### config.mk
export PLATFORM = sky130hd
export DESIGN_NAME = fetch_queue
export DESIGN_NICKNAME = d
export VERILOG_FILES = /design/src/rtl/pipes.sv /design/src/rtl/fetch_queue_mem.sv /design/src/rtl/fetch_queue.sv
export SDC_FILE = /design/constraint.sdc
export NUM_CORES = 1
export LEC_CHECK = 0
export BUFFER_PORTS_ARGS = -buffer_cell sky130_fd_sc_hd__buf_2
export CAP_MARGIN = 10
export CORE_MARGIN = 10
export CORE_UTILIZATION = 45
export CTS_BUF_LIST = sky130_fd_sc_hd__clkbuf_16
export DETAILED_ROUTE_END_ITERATION = 16
export PLACE_DENSITY = 0.65
export RECOVER_POWER = 100
export SLEW_MARGIN = 20
export SYNTH_ARGS = -nofsm -noshare
export SYNTH_HDL_FRONTEND = slang
export SYNTH_SLANG_ARGS = --single-unit
### constraint.sdc
create_clock -name clk -period 2.6 [get_ports clk]
set_input_delay 0.52 -clock clk [delete_from_list [all_inputs] [get_ports clk]]
set_output_delay 0.52 -clock clk [all_outputs]
set_load 0.005 [all_outputs]
### src/rtl/pipes.sv
// Shared pipeline types and system-level constants for the front end.
package pipes;

   localparam int unsigned FQ_DEPTH = 4;

   typedef struct packed {
      logic       exception;
      logic [3:0] cause;
   } except_t;

   typedef struct packed {
      logic [31:0] pc;
      logic [31:0] instr;
      logic        valid;
      except_t     except;
   } fetch_data_t;

endpackage

### src/rtl/fetch_queue_mem.sv
// Register-array storage for the fetch queue: one write port, one asynchronous read port.
module fetch_queue_mem #(
   parameter int unsigned DEPTH = 4,
   parameter int unsigned WIDTH = 32
) (
   input  logic                     clk,
   input  logic                     we,
   input  logic [$clog2(DEPTH)-1:0] waddr,
   input  logic [WIDTH-1:0]         wdata,
   input  logic [$clog2(DEPTH)-1:0] raddr,
   output logic [WIDTH-1:0]         rdata
);

   logic [WIDTH-1:0] mem_q [DEPTH];

   always_ff @(posedge clk) begin
      if (we) begin
         mem_q[waddr] <= wdata;
      end
   end

   assign rdata = mem_q[raddr];

endmodule

### src/rtl/fetch_queue.sv
// Instruction buffer between fetch and decode; strict FIFO with single-cycle flush.
module fetch_queue
   import pipes::*;
#(
   parameter int unsigned DEPTH = FQ_DEPTH
) (
   input  logic                   clk,
   input  logic                   reset,
   input  logic                   flush,
   input  logic                   enq_valid,
   input  fetch_data_t            enq_data,
   output logic                   enq_ready,
   output logic                   deq_valid,
   output fetch_data_t            deq_data,
   input  logic                   deq_ready,
   output logic [$clog2(DEPTH):0] count
);

   localparam int unsigned AW = $clog2(DEPTH);
   localparam logic [AW:0] FullCount = (AW+1)'(DEPTH);

   logic [AW-1:0]            wp_q, rp_q;
   logic [AW:0]              count_q;
   logic                     enq_fire, deq_fire;
   logic [$bits(fetch_data_t)-1:0] rdata;

   // Ready depends on registered state only, so a full queue refuses even when decode drains.
   assign enq_ready = (count_q != FullCount);
   assign deq_valid = (count_q != '0);
   assign count     = count_q;
   assign enq_fire  = enq_valid & enq_ready & ~flush;
   assign deq_fire  = deq_valid & deq_ready & ~flush;
   assign deq_data  = fetch_data_t'(rdata);

   always_ff @(posedge clk) begin
      if (reset || flush) begin
         wp_q    <= '0;
         rp_q    <= '0;
         count_q <= '0;
      end else begin
         if (enq_fire) begin
            wp_q <= wp_q + AW'(1);
         end
         if (deq_fire) begin
            rp_q <= rp_q + AW'(1);
         end
         case ({enq_fire, deq_fire})
            2'b10:   count_q <= count_q + (AW+1)'(1);
            2'b01:   count_q <= count_q - (AW+1)'(1);
            default: count_q <= count_q;
         endcase
      end
   end

   fetch_queue_mem #(
      .DEPTH (DEPTH),
      .WIDTH ($bits(fetch_data_t))
   ) u_mem (
      .clk   (clk),
      .we    (enq_fire),
      .waddr (wp_q),
      .wdata (enq_data),
      .raddr (rp_q),
      .rdata (rdata)
   );

endmodule

==> qor.csv <==
metric,value,unit
Tmin final,2.47,ns
Crit Path Max Fanout,20,
most instantiated library cell after synthesis,edfxtp_1,
M2 GR Usage,0.217,
area share of the largest cell type after synthesis,0.794,
"Clk pin slew, worst setup/hold paths",0.06,ns
Detailed Routing Iterations Pass 1,4,
TritonCTS clock tree,yes,
number of setup buffers added after CTS,0,
P_leak,3.85,nW
CTS H-Tree Depth,1,
sw frac,0.193,
wire length per cell,21.5,um
Max Clock Freq,405,MHz
Flop pwr share,0.567,
hold-fix buffers at CTS,0,
worst reg2reg endpoint,count[2],
hpwl dp,12700,um
DRC viols,0,
startpoint types,flip-flop,
met3 Use GR,0.0390,
Max IR drop VDD,0.000395,V
clk root buf,clkbuf_16,
Syn Nets,505,
antenna violations before repair,1,
GRT overflow,0,
Synth warnings,0,
Final Routed Wirelength,20300,um
Yosys reg bits,289,
Fillers,1901,
# IOs,150,
RSZ-0062 raised after global routing,no,
combinational share of power,0.030,
Slew @ Worst Pin,0.878,ns
met1 usage,0.168,
number of global-route vias before repair,5436,
Area contributors post-synth,"edfxtp_1 (79%), mux4_2 (15%), dfxtp_1 (1.7%)",
largest net degree at the start of global routing,46,
Final period util,0.949,
Hold Slack,0.235,ns
"Top FF cell, synth",edfxtp_1,
Area growth syn-to-layout,17.7,%
P_int,0.00739,W
latest clock arrival within the worst-skew pair,0.53,ns
chip width,173,um
first-pass GRT wire length,31400,um
Routed Antenna Nets,0,
maximum clock insertion buffer count,3,
vias after detailed routing,4897,
status,completed,
"setup slack, reg-to-reg",0.22,ns
FF-to-FF Start,count[2],
Post-synth ARST share,0,
MaxCap Viol Count,0,
Yosys top cell by area,edfxtp_1,
HP Class,in2reg,
pre-CTS setup slack,0.0713,ns
register area share after synthesis,0.811,
Syn Area/Cell,25.0,um2
Worst Clk Skew,0.0169,ns
fin worst setup slack,0.132,ns
fraction of layout instances using a drive strength above 1,0.233,
CP Data Required Time,2.08,ns
clock group share of total power,0.403,
Via density,5.20,
GRT Util Overall,0.133,
"EDFF count, synth",280,
Nets,682,
normalized max-slew margin,0.415,
R2R cell count,9,
floorplan core area,23300,um2
row count,56,
PortBufs,149,
global route hottest layer,met2,
Resized Gates After CTS,0,
crit end category,output port,
Gate Count Post-Synth,424,
GP Congestion,0.705,
number of setup violations in the final report,0,
top cells by instance count after synthesis,"edfxtp_1 (280), mux4_2 (70), dfxtp_1 (9)",
Die H,173,um
Initial DRC Count,317,
fin util,0.535,
Worst setup endpoint,deq_data[34],
DIE AREA,30100,um2
Power Dens Cells,734,nW/um2
starting density of the core,0.454,
Psw,0.00177,W
"Slew Viols, Final",0,
final hold vios,0,
Netlist Area Pre-Place,10600,um2
setup TNS,0,ns
Worst EP arrival,1.95,ns
WS Path Type,reg2out,
Unique masters post-synth,29,
TritonCTS buffer count,29,
clock sink total,289,
==> through the flow <==
step / total power [W] / cell area (um2) / instances
final: 0.00916 / 12500 / 942
after global routing: 0.00951 / 12500 / 941
after CTS: 0.00932 / 12700 / 941
after detailed placement: 0.00560 / 11900 / 889
after global placement: 0.00558 / 11900 / 889
after floorplan: 0.00540 / 10600 / 424
==> power groups by stage <==
stage / clock, W / combinational (W) / sequential (W)
finish: 0.00370 / 0.000270 / 0.00519
global route: 0.00401 / 0.000302 / 0.00519
CTS: 0.00382 / 0.000310 / 0.00519
detailed placement: 0 / 0.000309 / 0.00529
global placement: 0 / 0.000295 / 0.00528
floorplan: 0 / 0.000114 / 0.00529
==> routing by layer <==
layer / routed length, um / share of wire
met1: 8420 / 0.42
met2: 9990 / 0.49
met3: 1400 / 0.069
met4: 436 / 0.022
met5: 13 / 0.00064
==> state kept, by name (all words and copies together), names as in the netlist, named ones only <==
register	flops
u_mem.mem_q	280
count	3
rp_q	2
wp_q	2
==> cells by family after synthesis <==
logic type | count (synthesis) | synth area share
adder cells (fa/ha/maj) | 6 | 0.00780
XOR/XNOR | 2 | 0.00165
buffers and inverters | 25 | 0.0126
multiplexers | 70 | 0.149
AO/OA/AOI/OAI | 11 | 0.00626
flip-flops | 289 | 0.811
AND/OR/NAND/NOR | 21 | 0.0122
==> critical path, cell delays in order (launching register included) <==
cell and delay (ns):
dfxtp_4 0.45, buf_12 0.23, mux4_2 0.56, clkbuf_2 0.15
==> final cells by class <==
cell class / count / area (um2) / area share
Tap cell: 319 / 399 / 0.0320
Clock inverter: 23 / 125 / 0.0100
Timing Repair Buffer: 164 / 732 / 0.0587
Antenna cell: 1 / 2.50 / 0.000201
Multi-Input combinational cell: 110 / 1870 / 0.150
Sequential cell: 289 / 8600 / 0.689
Inverter: 7 / 26.3 / 0.00211
Clock buffer: 29 / 726 / 0.0582
==> layout by cell type, fill, tap and decap left out, types with 2 or more instances in the layout <==
cell / instances
dfxtp_1: 7
ha_1: 5
or3_1: 2
inv_1: 16
a21oi_1: 6
clkinv_1: 5
nor2_1: 5
clkbuf_2: 7
dfxtp_4: 2
clkinv_2: 7
and3_1: 3
xor2_1: 2
clkbuf_1: 134
buf_2: 13
mux4_2: 70
clkbuf_4: 4
o21ai_0: 3
edfxtp_1: 280
buf_12: 4
clkbuf_16: 29
==> worst min-delay path by stage <==
| stage | from | cells past startpoint | end | slack [ns] |
|---|---|---|---|---|
| after CTS | enq_data[63] | 1 | u_mem.mem_q[2][63] | 0.16 |
| after global placement | rp_q[1] | 2 | flip-flop | 0.47 |
| final | enq_data[62] | 1 | u_mem.mem_q[1][62] | 0.23 |
| after global routing | enq_data[65] | 1 | u_mem.mem_q[2][65] | 0.22 |
| after floorplan | rp_q[1] | 2 | flip-flop | 0.46 |
| after detailed placement | rp_q[1] | 2 | flip-flop | 0.50 |
No activity file was read; power rests on OpenSTA's default activity.
